[src/rtl/sw_accel_pkg.sv]
// Shared constants and types for the Smith-Waterman accelerator register block.
// Holds decode bytes, STATUS bit indices, FSM states, widths and a strobe helper.
package sw_accel_pkg;

    localparam int OP_W  = 24;
    localparam int RES_W = 30;

    localparam logic [7:0] ADDR_R     = 8'h30;
    localparam logic [7:0] ADDR_Q     = 8'h31;
    localparam logic [7:0] ADDR_STAT  = 8'h32;
    localparam logic [7:0] ADDR_R_AL  = 8'h33;
    localparam logic [7:0] ADDR_Q_AL  = 8'h34;
    localparam logic [7:0] ADDR_CTRL  = 8'h35;

    localparam int STAT_DONE = 0;
    localparam int STAT_BUSY = 1;
    localparam int STAT_ERR  = 2;

    typedef enum logic [1:0] {
        S_IDLE,
        S_START,
        S_RUN,
        S_DONE
    } state_t;

    function automatic logic [OP_W-1:0] apply_strb(
        input logic [OP_W-1:0] old,
        input logic [31:0]     data,
        input logic [3:0]      strb
    );
        logic [OP_W-1:0] v;
        v = old;
        for (int b = 0; b < OP_W / 8; b++) begin
            if (strb[b]) v[b*8 +: 8] = data[b*8 +: 8];
        end
        return v;
    endfunction

endpackage

[src/rtl/sw_accel_launch_fsm.sv]
// Launch sequencer: start pulse, ready qualification, result capture, done/busy.
// Ports: launch in, acc_ready/results in; acc_start, irq_done, done, busy, results out.
module sw_accel_launch_fsm
    import sw_accel_pkg::*;
#(
    parameter int START_CYCLES = 2
) (
    input  logic             clk,
    input  logic             resetn,
    input  logic             launch,
    input  logic             acc_ready,
    input  logic [RES_W-1:0] acc_R_aligned,
    input  logic [RES_W-1:0] acc_Q_aligned,
    output logic             acc_start,
    output logic             irq_done,
    output logic             done,
    output logic             busy,
    output logic [RES_W-1:0] r_res,
    output logic [RES_W-1:0] q_res
);

    state_t     state_q;
    state_t     state_d;
    logic [3:0] cnt_q;
    logic       capture;

    // Ready is only looked at in RUN, i.e. after the start pulse has ended.
    assign capture = (state_q == S_RUN) && acc_ready;

    always_ff @(posedge clk or negedge resetn) begin
        if (!resetn) begin
            state_q <= S_IDLE;
        end else begin
            state_q <= state_d;
        end
    end

    always_ff @(posedge clk or negedge resetn) begin
        if (!resetn) begin
            cnt_q    <= '0;
            irq_done <= 1'b0;
            r_res    <= '0;
            q_res    <= '0;
        end else begin
            cnt_q    <= (state_q == S_START) ? cnt_q + 4'd1 : 4'd0;
            irq_done <= capture;
            if (capture) begin
                r_res <= acc_R_aligned;
                q_res <= acc_Q_aligned;
            end
        end
    end

    always_comb begin
        state_d = state_q;
        unique case (state_q)
            S_IDLE, S_DONE: if (launch) state_d = S_START;
            S_START: begin
                if (cnt_q == 4'(START_CYCLES - 1)) state_d = S_RUN;
            end
            S_RUN: if (acc_ready) state_d = S_DONE;
        endcase
    end

    always_comb begin
        acc_start = (state_q == S_START);
        busy      = (state_q == S_START) || (state_q == S_RUN);
        done      = (state_q == S_DONE);
    end

endmodule

[src/rtl/sw_accel_axil_regs.sv]
// AXI4-Lite slave exposing the banded Smith-Waterman accelerator registers.
// Ports: AXI-Lite slave channels; acc_R/acc_Q/acc_start out; ready/results in; irq_done.
module sw_accel_axil_regs
    import sw_accel_pkg::*;
#(
    parameter int START_CYCLES = 2
) (
    input  logic             clk,
    input  logic             resetn,
    input  logic             s_awvalid,
    output logic             s_awready,
    input  logic [31:0]      s_awaddr,
    input  logic             s_wvalid,
    output logic             s_wready,
    input  logic [31:0]      s_wdata,
    input  logic [3:0]       s_wstrb,
    output logic             s_bvalid,
    input  logic             s_bready,
    input  logic             s_arvalid,
    output logic             s_arready,
    input  logic [31:0]      s_araddr,
    output logic             s_rvalid,
    input  logic             s_rready,
    output logic [31:0]      s_rdata,
    output logic [OP_W-1:0]  acc_R,
    output logic [OP_W-1:0]  acc_Q,
    output logic             acc_start,
    input  logic             acc_ready,
    input  logic [RES_W-1:0] acc_R_aligned,
    input  logic [RES_W-1:0] acc_Q_aligned,
    output logic             irq_done
);

    logic             aw_go, ar_go, wr_fire, rd_fire;
    logic             done, busy, err;
    logic [RES_W-1:0] r_res, q_res;
    logic             r_we, q_we, launch, err_set, err_clr;
    logic [31:0]      rd_data, status;
    logic             rd_bad;
    logic             unused;

    assign unused = ^{s_awaddr[23:0], s_araddr[23:0]};

    // Ready pulses are registered, so the "not already ready" term keeps them one cycle.
    assign aw_go   = s_awvalid && s_wvalid && !s_bvalid && !s_awready;
    assign ar_go   = s_arvalid && !s_rvalid && !s_arready;
    assign wr_fire = s_awready && s_awvalid && s_wvalid;
    assign rd_fire = s_arready && s_arvalid;

    sw_accel_launch_fsm #(
        .START_CYCLES (START_CYCLES)
    ) u_fsm (
        .clk           (clk),
        .resetn        (resetn),
        .launch        (launch),
        .acc_ready     (acc_ready),
        .acc_R_aligned (acc_R_aligned),
        .acc_Q_aligned (acc_Q_aligned),
        .acc_start     (acc_start),
        .irq_done      (irq_done),
        .done          (done),
        .busy          (busy),
        .r_res         (r_res),
        .q_res         (q_res)
    );

    always_comb begin
        status            = '0;
        status[STAT_DONE] = done;
        status[STAT_BUSY] = busy;
        status[STAT_ERR]  = err;
    end

    always_comb begin
        rd_data = '0;
        rd_bad  = 1'b0;
        case (s_araddr[31:24])
            ADDR_R:    rd_data = {{(32-OP_W){1'b0}}, acc_R};
            ADDR_Q:    rd_data = {{(32-OP_W){1'b0}}, acc_Q};
            ADDR_STAT: rd_data = status;
            ADDR_R_AL: rd_data = {{(32-RES_W){1'b0}}, r_res};
            ADDR_Q_AL: rd_data = {{(32-RES_W){1'b0}}, q_res};
            default:   rd_bad  = 1'b1;
        endcase
    end

    // A launch on the capture edge still sees busy, so it is dropped here.
    always_comb begin
        r_we    = 1'b0;
        q_we    = 1'b0;
        launch  = 1'b0;
        err_set = rd_fire && rd_bad;
        err_clr = 1'b0;
        if (wr_fire) begin
            case (s_awaddr[31:24])
                ADDR_R: begin
                    if (busy) err_set = 1'b1;
                    else      r_we    = 1'b1;
                end
                ADDR_Q: begin
                    if (busy) err_set = 1'b1;
                    else      q_we    = 1'b1;
                end
                ADDR_CTRL: begin
                    if (s_wstrb[0]) begin
                        err_clr = s_wdata[1];
                        if (s_wdata[0]) begin
                            if (busy) err_set = 1'b1;
                            else      launch  = 1'b1;
                        end
                    end
                end
                ADDR_STAT, ADDR_R_AL, ADDR_Q_AL: ;
                default: err_set = 1'b1;
            endcase
        end
    end

    always_ff @(posedge clk or negedge resetn) begin
        if (!resetn) begin
            s_awready <= 1'b0;
            s_wready  <= 1'b0;
            s_bvalid  <= 1'b0;
            s_arready <= 1'b0;
            s_rvalid  <= 1'b0;
            s_rdata   <= '0;
            acc_R     <= '0;
            acc_Q     <= '0;
            err       <= 1'b0;
        end else begin
            s_awready <= aw_go;
            s_wready  <= aw_go;
            s_arready <= ar_go;
            if (wr_fire)                s_bvalid <= 1'b1;
            else if (s_bready)          s_bvalid <= 1'b0;
            if (rd_fire) begin
                s_rvalid <= 1'b1;
                s_rdata  <= rd_data;
            end else if (s_rready) begin
                s_rvalid <= 1'b0;
            end
            if (r_we) acc_R <= apply_strb(acc_R, s_wdata, s_wstrb);
            if (q_we) acc_Q <= apply_strb(acc_Q, s_wdata, s_wstrb);
            if (err_set)      err <= 1'b1;
            else if (err_clr) err <= 1'b0;
        end
    end

endmodule

[config.mk]
export PLATFORM = sky130hd
export DESIGN_NAME = sw_accel_axil_regs
export DESIGN_NICKNAME = d
export VERILOG_FILES = /design/src/rtl/sw_accel_pkg.sv /design/src/rtl/sw_accel_launch_fsm.sv /design/src/rtl/sw_accel_axil_regs.sv
export SDC_FILE = /design/constraint.sdc
export NUM_CORES = 1
export LEC_CHECK = 0
export BUFFER_PORTS_ARGS = -buffer_cell sky130_fd_sc_hd__buf_2
export CELL_PAD_IN_SITES_DETAIL_PLACEMENT = 1
export CELL_PAD_IN_SITES_GLOBAL_PLACEMENT = 1
export CORE_UTILIZATION = 34
export DETAILED_ROUTE_END_ITERATION = 8
export GPL_TIMING_DRIVEN = 1
export HOLD_SLACK_MARGIN = 0.05
export PLACE_DENSITY_LB_ADDON = 0.05
export SLEW_MARGIN = 20
export SYNTH_ARGS = -nofsm -noshare
export SYNTH_HDL_FRONTEND = slang
export SYNTH_SLANG_ARGS = --single-unit
export TNS_END_PERCENT = 100
[constraint.sdc]
create_clock -name clk -period 1.97 [get_ports clk]
set_clock_uncertainty 0.1 [all_clocks]
set_input_delay 0.394 -clock clk [delete_from_list [all_inputs] [get_ports clk]]
set_output_delay 0.394 -clock clk [all_outputs]
set_load 0.05 [all_outputs]
Yosys cells after proc, flatten, opt, wreduce, memory -nomap -nowiden

Index checks and enable logic that the tools add are counted.

Add/sub/neg operators: 1
Eq/ne operators: 18
Muxes and demuxes: 30
Reductions and logical operators: 30

Operators with widths:

| cell                                                 | count |
|---|---|
| one-hot mux 30 bit (5 select lines)                  | 1 |
| equality test 8 x 6 -> 1 bit (second input constant) | 11 |
| two-way mux 1 bit                                    | 23 |
| AND reduction 2 bit                                  | 6 |
| logical AND 1 bit                                    | 10 |
| two-way mux 2 bit                                    | 3 |
| one-hot mux 2 bit (3 select lines)                   | 1 |
| nonzero test 2 bit                                   | 3 |
| OR reduction 5 bit                                   | 1 |
| adder 4 x 1 -> 4 bit (second input constant)         | 1 |
| equality test 2 bit (second input constant)          | 2 |
| equality test 4 x 1 -> 1 bit (second input constant) | 1 |
| logical NOT 1 bit                                    | 4 |
| two-way mux 4 bit                                    | 1 |
| != test 2 bit (second input constant)                | 2 |
| OR reduction 2 bit                                   | 2 |
| one-hot mux 1 bit (3 select lines)                   | 1 |
| AND reduction 3 bit                                  | 1 |
| OR reduction 3 bit                                   | 1 |
| equality test 2 x 1 -> 1 bit (second input constant) | 1 |
| logical NOT 2 bit                                    | 1 |
| != test 2 x 1 -> 1 bit (second input constant)       | 1 |
| logical OR 1 bit                                     | 1 |

Register bits: 152
Input bits: 168
Output and inout port bits: 87
Word-level logic and storage cells: 96

Longest topological paths before layout

Gate-level depths: netlist (run 1).

Word-level depth: 10
Mapped depth: 7
Depth with buffers taken out: 6

Modules after synthesis

A second synthesis (run 1) with hierarchy kept.

Cell total of the unflattened synthesis: 525
Area total of the unflattened synthesis: 6735.2 um2

Modules (own cells, without submodules):

| module              | instances | cells each | area an instance (um2) | sequential area each (um2) |
|---|---|---|---|---|
| sw_accel_axil_regs  | 1         | 367        | 4161.5                 | 2077.0 |
| sw_accel_launch_fsm | 1         | 158        | 2573.7                 | 1676.6 |

Worst setup path after synthesis (run 1)

No wires, ideal clock.

Path kind: register to register
Start point: register, netlist name s_wready
End point: register acc_Q[0]
Library setup time: 0.125 ns
Arrival time: 1.766 ns
Required time: 1.745 ns
Slack: -0.021 ns
Cell stages (with the launch flop): 5
Path buffers: 1
Period minus slack after synthesis: 1.991 ns
Path through: dfrtp_1 -> and4b_1 -> clkbuf_1 -> nand3_2 -> mux2_2

RTL lines:

| item                 | RTL line                  | source |
|---|---|---|
| end signal, assigned | sw_accel_axil_regs.sv:143 | `if (q_we) acc_Q <= apply_strb(acc_Q, s_wdata, s_wstrb);` |
| end, declared        | sw_accel_axil_regs.sv:26  | `output logic [OP_W-1:0] acc_Q,` |

Worst setup path in the final report (run 1)

Start point: register u_fsm.state_q[1]
End point: output acc_start

Cells in the longest elaborated chain, start to end: 1

RTL lines:

| item                         | RTL line                  | source |
|---|---|---|
| start, declared              | sw_accel_launch_fsm.sv:22 | `state_t state_q;` |
| start signal, assigned       | sw_accel_launch_fsm.sv:34 | `state_q <= state_d;` |
| equality test 2 x 1 -> 1 bit | sw_accel_launch_fsm.sv:66 | `acc_start = (state_q == S_START);` |
| end, declared                | sw_accel_axil_regs.sv:27  | `output logic acc_start,` |

Every way passes these cells.

==> metrics.md, run 1 <==
| Metric | Value |
|---|---|
| Post-synth top cells | `dfrtp_1, mux2_2, nand3_1` |
| Main combinational cell family by area after synthesis | `multiplexers` |
| Rel. slew slack | `62.8%` |
| Synth-to-Final Area Change | `35.2%` |
| Clk sinks | `150` |
| Fin worst setup slack | `0.0935 ns` |
| Most common cell in the netlist | `dfrtp_1` |
| Final Max Slew Viols | `0` |
| Synth Area in Adders | `1.11%` |
| VDD IR max | `0.571 mV` |
| Synth Register Bits | `150` |
| Vias per inst | `4.93` |
| H-tree lvl count | `4` |
| Async S/R FF share, synth | `100%` |
| Hold Violations, Final | `0` |
| Post-synth top area share | `55.7%` |
| Cell chain of the critical path | `buf_4 -> inv_1 -> ha_1 -> buf_4` |
| Initial DRC Count | `174` |
| Die width | `143 µm` |
| Fmax | `0.533 GHz` |
| Placeable Area | `19500 µm²` |
| Avg Inst Size Synth | `12.4 µm²` |
| Setup_tns | `0 ns` |
| WP buf/inv | `3` |
| Startpoint Class | `flip-flop` |
| Rows | `51` |
| Final WL | `20.0 mm` |
| Power per cell area | `917 nW/µm²` |
| Worst-path clk slew | `0.06 ns` |
| Placed cell count | `1005` |
| Initial Utilization | `34.6%` |
| Synth area leader | `dfrtp_1` |
| CP Data Arrival Time | `1.38 ns` |
| Combinational cell fraction of total power | `12.3%` |
| Detailed-route DRC error count | `0` |
| Worst skew pair latency | `0.43 ns` |
| Placer Congestion | `0.761` |
| Final setup fails | `0` |
| Fin area | `9110 µm²` |
| Largest delay share family, worst path | `buffers and inverters` |
| Internal power | `6.34 mW` |
| Pwr Total | `8.35 mW` |
| Max cap viols | `0` |
| Root Buffer Master | `clkbuf_16` |
| Mapped Area | `6740 µm²` |
| Hold Path Class | `input pin to flip-flop` |
| Share of layout cells above drive strength 1 | `50.7%` |
| Synth Area in Compound Gates | `5.37%` |
| Main flop type after synthesis | `dfrtp_1` |
| Sw frac | `24.1%` |
| Synth area leaders | `dfrtp_1, mux2_2, nand3_1` |
| Leakage | `4.67 nW` |
| Reg-to-reg slack, setup | `0.11 ns` |
| Worst-path maximum fanout | `3` |
| Port Buffer Count | `195` |
| Tmin final | `1.88 ns` |
| CTS tree | `yes` |
| Placed cell area | `8350 µm²` |
| Synth Area in Simple Gates | `12.8%` |
| Mapped Cells | `541` |
| RSZ-0062 raised after global routing | `true` |
| Largest net degree at the start of global routing | `40` |
| Req. time, crit path | `1.48 ns` |
| CP Class | `flip-flop to output port` |
| Post-route core utilization | `46.8%` |
| Outcome | `finished clean` |
| Yosys cell types | `41` |
| Crit end category | `output port` |
| Final std cells w/o fill | `1043` |
| Post-route ant nets | `0` |
| Post-synthesis mux area share | `22.0%` |
| Wire length per cell | `19.2 µm` |
| Initial antenna violation count | `1` |
| Largest stage delay, worst path | `0.38 ns` |
| Die height | `143 µm` |
| Router iterations before antenna repair | `4` |
| WHS | `0.0948 ns` |
| Clk pwr share | `43.0%` |
| Die ar. | `20400 µm²` |
| Sw Pwr | `2.01 mW` |
| Post-synthesis xor/xnor area fraction | `0.260%` |
| Clock Tree Buf Depth | `2` |
| Vias in the first global route | `5621` |
| Overflow after GRT | `0` |
| Tcrit/Tclk final | `95.3%` |
| First-pass GRT wire length | `31.1 mm` |
| DPL Wire Length | `14.3 mm` |
| EDFF count, synth | `0` |
| Ports | `255` |
| Tot GR Track Use | `20.7%` |
| Most used cell, CP | `buf_4` |
| Pre-CTS WS | `-0.141 ns` |
| Max stage delay cell, worst path | `dfrtp_1` |
| Sequential Power Share | `44.7%` |
| Nets@finish | `938` |
| CTS buffer count | `17` |
| Sequential-to-total area share from yosys stat | `55.7%` |
| Slew at the pin closest to its max-slew limit | `0.555 ns` |
| Via count | `5141` |
| Ys Warns | `0` |
-- cell type report --
type	count	area, µm²
fill	2113	10400
sequential	150	3750
multi-input combinational	350	2870
timing repair buffer	236	1460
clock buffer	19	443
tap	265	332
clock inverter	13	204
inverter	9	33.8
antenna	1	2.50
-- worst paths after layout --
check                           depth (start not counted)                           to                         start
worst min register to register                          1           s_wready$_DFF_PN0_          s_bvalid$_DFFE_PN0P_
min in group asynchronous                               2  u_fsm.r_res[28]$_DFFE_PN0P_                        resetn
worst min-delay path                                    2   u_fsm.q_res[6]$_DFFE_PN0P_              acc_Q_aligned[6]
worst max register to register                          6        acc_R[22]$_DFFE_PN0P_  u_fsm.state_q[0]$_DFFE_PN0P_
max in group asynchronous                               3       s_rdata[5]$_DFFE_PN0P_                        resetn
worst max-delay path                                    4                    acc_start  u_fsm.state_q[1]$_DFFE_PN0P_
-- layer usage --
metal	GRT usage [%]	wire length, µm
met5	0	0
met3	6.41	1230
met2	35.7	10100
met1	24.7	8390
met4	5.77	246
-- power groups by stage --
stage               clock network (mW)  logic [mW]  registers, mW
global route                      3.82        1.13           3.79
CTS                               3.69        1.04           3.73
floorplan                            0       0.598           3.77
global placement                     0       0.994           3.76
finish                            3.59        1.03           3.73
detailed placement                   0        1.03           3.78
-- registers in the layout, indices dropped and copies added (netlist names), 2 cells and up --
register	count
u_fsm.q_res	30
acc_Q	24
u_fsm.r_res	30
u_fsm.cnt_q	4
s_rdata	30
acc_R	24
u_fsm.state_q	2
-- logic make-up (layout without fill, tap and decap cells) --
| group | after synthesis | after routing |
|---|---|---|
| AOI/OAI and AO/OA | 51 | 51 |
| other | 1 | 3 |
| and+or+nand+nor | 157 | 157 |
| xor gates and xnor gates | 2 | 2 |
| buffers and inverters | 42 | 277 |
| muxes | 132 | 132 |
| DFF | 150 | 150 |
| adders and majority gates | 6 | 6 |
-- timing repair --
item | 4_1_cts | 5_1_grt
pin swaps | 1 | 0
hold endpoints to repair | 37 | 0
cloned | 0 | 0
resized for setup | 2 | 8
setup endpoints to repair | 13 | 37
hold buffers | 3 | 0
setup buffers | 2 | 0
-- cells in the final DEF (no fill, tap or decap), types with 2 or more instances in the layout --
| cell type | instances |
|---|---|
| a21oi_1 | 3 |
| a221o_1 | 2 |
| nand3_2 | 5 |
| buf_2 | 193 |
| mux4_2 | 2 |
| clkinv_2 | 4 |
| ha_1 | 5 |
| mux2i_1 | 22 |
| dfrtp_1 | 149 |
| nand2_1 | 30 |
| buf_12 | 13 |
| nor4bb_4 | 3 |
| a211o_1 | 2 |
| inv_1 | 9 |
| and4b_1 | 4 |
| buf_4 | 26 |
| o211ai_1 | 21 |
| nand4_1 | 2 |
| nor2_1 | 27 |
| mux2_2 | 108 |
| bufinv_16 | 5 |
| and2_1 | 24 |
| clkinv_4 | 2 |
| conb_1 | 2 |
| nand3_1 | 45 |
| nor3b_1 | 5 |
| clkbuf_16 | 17 |
| o21ai_0 | 11 |
| a22oi_1 | 6 |
| dlygate4sd3_1 | 3 |
No activity file was read; power rests on OpenSTA's default activity.
==> inputs of run 2 (changes only) <==
--- a/config.mk
+++ b/config.mk
@@ -8,7 +8,7 @@
 export BUFFER_PORTS_ARGS = -buffer_cell sky130_fd_sc_hd__buf_2
 export CELL_PAD_IN_SITES_DETAIL_PLACEMENT = 1
 export CELL_PAD_IN_SITES_GLOBAL_PLACEMENT = 1
-export CORE_UTILIZATION = 34
+export CORE_UTILIZATION = 41
 export DETAILED_ROUTE_END_ITERATION = 8
 export GPL_TIMING_DRIVEN = 1
 export HOLD_SLACK_MARGIN = 0.05
==> constraint.sdc (replaced) <==
create_clock -name clk -period 2.2 [get_ports clk]
set_clock_uncertainty 0.1 [all_clocks]
set_input_delay 0.44 -clock clk [delete_from_list [all_inputs] [get_ports clk]]
set_output_delay 0.44 -clock clk [all_outputs]
set_load 0.05 [all_outputs]
==> metrics.md, run 2 (same netlist as run 1, synthesis figures left out) <==
| Metric | Value |
|---|---|
| Detailed-route DRC error count | `0 (unchanged)` |
| RSZ-0062 raised after global routing | `false (was true)` |
| Combinational cell fraction of total power | `12.5% (was 12.3%)` |
| Overflow after GRT | `0 (unchanged)` |
| Die height | `130 µm (was 143 µm)` |
| Largest net degree at the start of global routing | `48 (was 40)` |
| Worst-path clk slew | `0.06 ns (about the same)` |
| Worst-path maximum fanout | `8 (was 3)` |
| Router iterations before antenna repair | `4 (unchanged)` |
| Clock Tree Buf Depth | `2 (unchanged)` |
| Startpoint Class | `flip-flop (unchanged)` |
| Initial DRC Count | `126 (was 174)` |
| Via count | `5095 (was 5141)` |
| Nets@finish | `917 (was 938)` |
| Post-route ant nets | `0 (unchanged)` |
| Final setup fails | `0 (unchanged)` |
| Placed cell area | `8070 µm² (was 8350 µm²)` |
| Sequential Power Share | `46.4% (was 44.7%)` |
| VDD IR max | `0.516 mV (was 0.571 mV)` |
| Outcome | `finished clean (unchanged)` |
| CP startpoint | `u_fsm.state_q[0]$_DFFE_PN0P_ (was u_fsm.state_q[1]$_DFFE_PN0P_)` |
| Final Max Slew Viols | `0 (unchanged)` |
| CTS buffer count | `17 (unchanged)` |
| Top Registers | `s_rdata: 30 flops, u_fsm.q_res: 30 flops, u_fsm.r_res: 30 flops (unchanged)` |
| Startpoint of the worst hold path | `s_rready (was acc_Q_aligned[6])` |
| CP Class | `flip-flop to flip-flop (was flip-flop to output port)` |
| Hold Path Class | `input pin to flip-flop (unchanged)` |
| H-tree lvl count | `4 (unchanged)` |
| Hold Violations, Final | `0 (unchanged)` |
| Tmin final | `2.11 ns` |
| Fin area | `8710 µm² (was 9110 µm²)` |
| Vias per inst | `5.24 (was 4.93)` |
| CP Data Arrival Time | `2.31 ns (was 1.38 ns)` |
| N_diodes | `0 (was 1)` |
| Rows | `46 (was 51)` |
| Commonest non-fill, non-tap cell in the layout | `buf_2 (unchanged)` |
| Synth-to-Final Area Change | `29.3% (was 35.2%)` |
| Sw frac | `24.2% (was 24.1%)` |
| Final std cells w/o fill | `972 (was 1043)` |
| Internal power | `5.49 mW (was 6.34 mW)` |
| Power per cell area | `831 nW/µm² (was 917 nW/µm²)` |
| Leakage | `4.48 nW (was 4.67 nW)` |
| Fillers | `1739 (was 2113)` |
| Max cap viols | `0 (unchanged)` |
| Tot GR Track Use | `24.1% (was 20.7%)` |
| Most frequent cells in the layout | `buf_2, dfrtp_1, mux2_2, nand3_1, nand2_1 (unchanged)` |
| Initial Utilization | `42.2% (was 34.6%)` |
| Root Buffer Master | `clkbuf_16 (unchanged)` |
| Fmax | `0.475 GHz` |
| Pwr Total | `7.24 mW (was 8.35 mW)` |
| Ports | `255 (unchanged)` |
| Port Buffer Count | `195 (unchanged)` |
| Die ar. | `16900 µm² (was 20400 µm²)` |
| Slew at the pin closest to its max-slew limit | `0.705 ns (was 0.555 ns)` |
| Placer Congestion | `0.783 (was 0.761)` |
| Post-route core utilization | `54.6% (was 46.8%)` |
| Placed cell count | `937 (was 1005)` |
| Worst skew pair latency | `0.42 ns (was 0.43 ns)` |
| Req. time, crit path | `2.40 ns (was 1.48 ns)` |
| Rel. slew slack | `53.0% (was 62.8%)` |
| Clk sinks | `150 (unchanged)` |
| DPL Wire Length | `13.5 mm (was 14.3 mm)` |
| FF-to-FF Start | `u_fsm.state_q[0]$_DFFE_PN0P_ (unchanged)` |
| Sw Pwr | `1.75 mW (was 2.01 mW)` |
| First-pass GRT wire length | `30.1 mm (was 31.1 mm)` |
| Crit end category | `flip-flop (was output port)` |
| Placeable Area | `15900 µm² (was 19500 µm²)` |
| Vias in the first global route | `5504 (was 5621)` |
| Share of layout cells above drive strength 1 | `48.5% (was 50.7%)` |
| Initial antenna violation count | `0 (was 1)` |
| Final WL | `19.3 mm (was 20.0 mm)` |
| CTS tree | `yes (unchanged)` |
| Die width | `130 µm (was 143 µm)` |
| Post_cts resized | `0 (was 2)` |
| Tcrit/Tclk final | `95.7%` |
| Wire length per cell | `19.8 µm (was 19.2 µm)` |
| Clk pwr share | `41.2% (was 43.0%)` |
-- run 2: cell types whose count changed in the layout (fill, tap and decap cells not counted), moves of 2 or more --
cell	delta
buf_4	-15
buf_12	-5
clkbuf_1	+3
nor4bb_1	+3
nor4bb_4	-3
bufinv_16	-2
clkbuf_8	+2
dlygate4sd3_1	-2
-- run 2: power by group through the flow --
stage	Clock, mW	Sequential [mW]	Combinational [mW]
2_1_floorplan	0	3.37	0.536
3_3_place_gp	0	3.36	0.873
3_5_place_dp	0	3.40	0.912
4_1_cts	3.04	3.35	0.921
5_1_grt	3.16	3.40	0.996
6_report	2.98	3.36	0.903
-- run 2: what timing repair did --
item | in CTS | in global routing
setup endpoints to repair | 3 | 8
hold buffers | 1 | 0
buffers inserted | 1 | 1
hold endpoints to repair | 43 | 0
-- run 2: worst paths after layout --
check                      slack [ns]  cells after the start                     endpoint
setup / recovery                 0.09                      5         acc_R[0]$_DFFE_PN0P_
hold / removal                   0.11                      2         s_rvalid$_DFFE_PN0P_
setup reg to reg                 0.09                      5         acc_R[0]$_DFFE_PN0P_
hold reg to reg                  0.36                      1           s_wready$_DFF_PN0_
max in group asynchronous        0.91                      3  u_fsm.r_res[18]$_DFFE_PN0P_
min in group asynchronous        0.44                      2      s_rdata[28]$_DFFE_PN0P_
-- run 2: metal layers --
metal  track usage (%)  vias up  routed length, µm
met5                 0        -                  0
met3              5.66       20                999
li1                  -     2345                  -
met4              7.46        0                264
met2              41.1      142               9690
met1              30.2     2588               8330
-- run 2: worst max-delay path, cell delays in order (launching register included) --
cell,delay (ns)
dfrtp_1,0.41
inv_1,0.09
ha_1,0.41
nor4bb_1,0.32
nand3_2,0.30
mux2_2,0.37
-- run 2: metrics by stage --
| stage | TNS (ns) | hold slack [ns] | setup WS [ns] |
|---|---|---|---|
| CTS | 0 | 0.0915 | 0.0501 |
| global route | 0 | 0.107 | 0.00809 |
| floorplan | 0 | 0.0444 | 0.209 |
| detailed placement | -3.23 | 0.307 | -0.108 |
| global placement | -1.46 | 0.302 | -0.0577 |
| finish | 0 | 0.107 | 0.0944 |
-- run 2: area by class of cell --
type | instances | area [µm²] | share of cell area (%)
clock buffers | 24 | 482 | 5.53
clock inverters | 8 | 121 | 1.39
inverters | 9 | 33.8 | 0.388
multi-input cells | 350 | 2810 | 32.3
flip-flops and latches | 150 | 3750 | 43.1
well taps | 216 | 270 | 3.10
repair buffers | 215 | 1230 | 14.2
==> inputs of run 3 (changes only) <==
--- a/config.mk
+++ b/config.mk
@@ -13,6 +13,7 @@
 export GPL_TIMING_DRIVEN = 1
 export HOLD_SLACK_MARGIN = 0.05
 export PLACE_DENSITY_LB_ADDON = 0.05
+export RECOVER_POWER = 100
 export SLEW_MARGIN = 20
 export SYNTH_ARGS = -nofsm -noshare
 export SYNTH_HDL_FRONTEND = slang
==> metrics.md, run 3 (same netlist as run 1, synthesis figures left out) <==
| Metric | Value |
|---|---|
| Die ar. | `16900 µm² (unchanged)` |
| Hold Violations, Final | `0 (unchanged)` |
| Synth-to-Final Area Change | `27.1% (was 29.3%)` |
| Tot GR Track Use | `24.1% (unchanged)` |
| Worst-path clk slew | `0.06 ns (about the same)` |
| Placeable Area | `15900 µm² (unchanged)` |
| CTS tree | `yes (unchanged)` |
| Met1 GRT Util | `30.2% (unchanged)` |
| Hold Crit Depth | `2 (unchanged)` |
| WP buf/inv | `1 (unchanged)` |
| Rel. slew slack | `19.1% (was 53.0%)` |
| R2R cell count | `5 (unchanged)` |
| Vias per inst | `5.26 (was 5.24)` |
| Max stage delay cell, worst path | `dfrtp_1 (unchanged)` |
| Crit end category | `flip-flop (unchanged)` |
| Ports | `255 (unchanged)` |
| Worst skew pair latency | `0.42 ns (about the same)` |
| Post-route core utilization | `53.7% (was 54.6%)` |
| Req. time, crit path | `2.40 ns (about the same)` |
| Sw Pwr | `1.75 mW (about the same)` |
| Clk sinks | `150 (unchanged)` |
| Placer Congestion | `0.783 (unchanged)` |
| Final Max Slew Viols | `0 (unchanged)` |
| Die height | `130 µm (unchanged)` |
| Largest net degree at the start of global routing | `48 (unchanged)` |
| Most frequent cells in the layout | `dfrtp_1, buf_2, mux2_2, clkbuf_1, nand3_1 (was buf_2, dfrtp_1, mux2_2, nand3_1, nand2_1)` |
| Top Registers | `s_rdata: 30 flops, u_fsm.q_res: 30 flops, u_fsm.r_res: 30 flops (unchanged)` |
| Tmin final | `2.10 ns (was 2.11 ns)` |
| N_diodes | `0 (unchanged)` |
| Levels on crit path | `5 (unchanged)` |
| Share of layout cells above drive strength 1 | `37.0% (was 48.5%)` |
| Cell chain of the critical path | `inv_1 -> ha_1 -> nor4bb_1 -> nand3_2 -> mux2_2 (unchanged)` |
| Fillers | `1785 (was 1739)` |
| Reg-to-reg slack, setup | `0.10 ns (was 0.09 ns)` |
| Overflow after GRT | `0 (unchanged)` |
| CTS buffer count | `17 (unchanged)` |
| Post_cts resized | `0 (unchanged)` |
| H-tree lvl count | `4 (unchanged)` |
| Wire length per cell | `19.8 µm (about the same)` |
| Internal power | `5.48 mW (was 5.49 mW)` |
| Outcome | `finished clean (unchanged)` |
| Gr busiest metal | `met2 (unchanged)` |
| Router iterations before antenna repair | `4 (unchanged)` |
| CP Class | `flip-flop to flip-flop (unchanged)` |
| Clock Tree Buf Depth | `2 (unchanged)` |
| Startpoint Class | `flip-flop (unchanged)` |
| Sequential Power Share | `46.4% (about the same)` |
| Met2 Use GR | `41.1% (unchanged)` |
| First-pass GRT wire length | `30.1 mm (unchanged)` |
| Largest stage delay, worst path | `0.41 ns (about the same)` |
| Die width | `130 µm (unchanged)` |
| Hold Path Class | `input pin to flip-flop (unchanged)` |
| Slew at the pin closest to its max-slew limit | `1.21 ns (was 0.705 ns)` |
| Commonest non-fill, non-tap cell in the layout | `dfrtp_1 (was buf_2)` |
| Met3 Usage GRT | `5.66% (unchanged)` |
| Max cap viols | `0 (unchanged)` |
| Worst-path maximum fanout | `8 (unchanged)` |
| VDD IR max | `0.521 mV (was 0.516 mV)` |
| Rows | `46 (unchanged)` |
| DPL Wire Length | `13.5 mm (unchanged)` |
| Final setup fails | `0 (unchanged)` |
| Power per cell area | `844 nW/µm² (was 831 nW/µm²)` |
| Port Buffer Count | `195 (unchanged)` |
| Clk pwr share | `41.2% (about the same)` |
| Fmax | `0.477 GHz (was 0.475 GHz)` |
| RSZ-0062 raised after global routing | `false (unchanged)` |
| Initial antenna violation count | `0 (unchanged)` |
| Sw frac | `24.2% (about the same)` |
| Post-route ant nets | `0 (unchanged)` |
| Initial DRC Count | `125 (was 126)` |
| Leakage | `4.10 nW (was 4.48 nW)` |
| Nets@finish | `917 (unchanged)` |
| Final WL | `19.3 mm (about the same)` |
| CP Data Arrival Time | `2.30 ns (was 2.31 ns)` |
| Detailed-route DRC error count | `0 (unchanged)` |
| Combinational cell fraction of total power | `12.3% (was 12.5%)` |
| Pwr Total | `7.23 mW (was 7.24 mW)` |
| Via count | `5115 (was 5095)` |
| Initial Utilization | `42.2% (unchanged)` |
| Vias in the first global route | `5504 (unchanged)` |
| Largest delay share family, worst path | `simple AND/OR/NAND/NOR gates (unchanged)` |
| Tcrit/Tclk final | `95.4% (was 95.7%)` |
| Root Buffer Master | `clkbuf_16 (unchanged)` |
-- run 3: power groups by stage --
stage	clock [mW]	sequential, mW	combinational [mW]
2_1_floorplan	0	3.37	0.536
3_3_place_gp	0	3.36	0.873
3_5_place_dp	0	3.40	0.912
4_1_cts	3.04	3.35	0.921
5_1_grt	3.16	3.40	0.983
6_report	2.98	3.35	0.892
-- run 3: layout make-up --
type                            instances  area (µm²)  area share, %
Clock buffer                           24         482           5.63
Clock inverter                          8         121           1.42
Inverter                                9        33.8          0.395
Multi-Input combinational cell        350        2800           32.7
Sequential cell                       150        3750           43.8
Tap cell                              216         270           3.16
Timing Repair Buffer                  215        1100           12.8
-- run 3: path summary, 6_finish.rpt --
| kind | start | end |
|---|---|---|
| hold reg to reg | s_arready$_DFF_PN0_ | s_arready$_DFF_PN0_ |
| min in group asynchronous | resetn | s_rdata[27]$_DFFE_PN0P_ |
| setup reg to reg | u_fsm.state_q[0]$_DFFE_PN0P_ | acc_R[0]$_DFFE_PN0P_ |
| setup / recovery | u_fsm.state_q[0]$_DFFE_PN0P_ | acc_R[0]$_DFFE_PN0P_ |
| max in group asynchronous | resetn | acc_Q[6]$_DFFE_PN0P_ |
| hold / removal | s_rready | s_rvalid$_DFFE_PN0P_ |
-- run 3: metal layers --
| layer | wire length, µm | vias up |
|---|---|---|
| li1 | - | 2338 |
| met1 | 8300 | 2615 |
| met2 | 9750 | 141 |
| met3 | 987 | 21 |
| met4 | 253 | 0 |
| met5 | 0 | - |
-- run 3: metrics by stage --
step	std cells	hold slack (ns)	setup slack (ns)	instance area [µm²]	TNS, ns
floorplan	542	0.0444	0.209	6740	0
global placement	937	0.302	-0.0577	8070	-1.46
detailed placement	937	0.307	-0.108	8070	-3.23
CTS	971	0.0915	0.0501	8700	0
global route	972	0.107	0.00810	8560	0
finish	972	0.110	0.102	8560	0
-- run 3: what timing repair did --
item,CTS,global route
hold endpoints to repair,43,0
hold buffers,1,0
setup endpoints to repair,3,8
buffers inserted,1,1
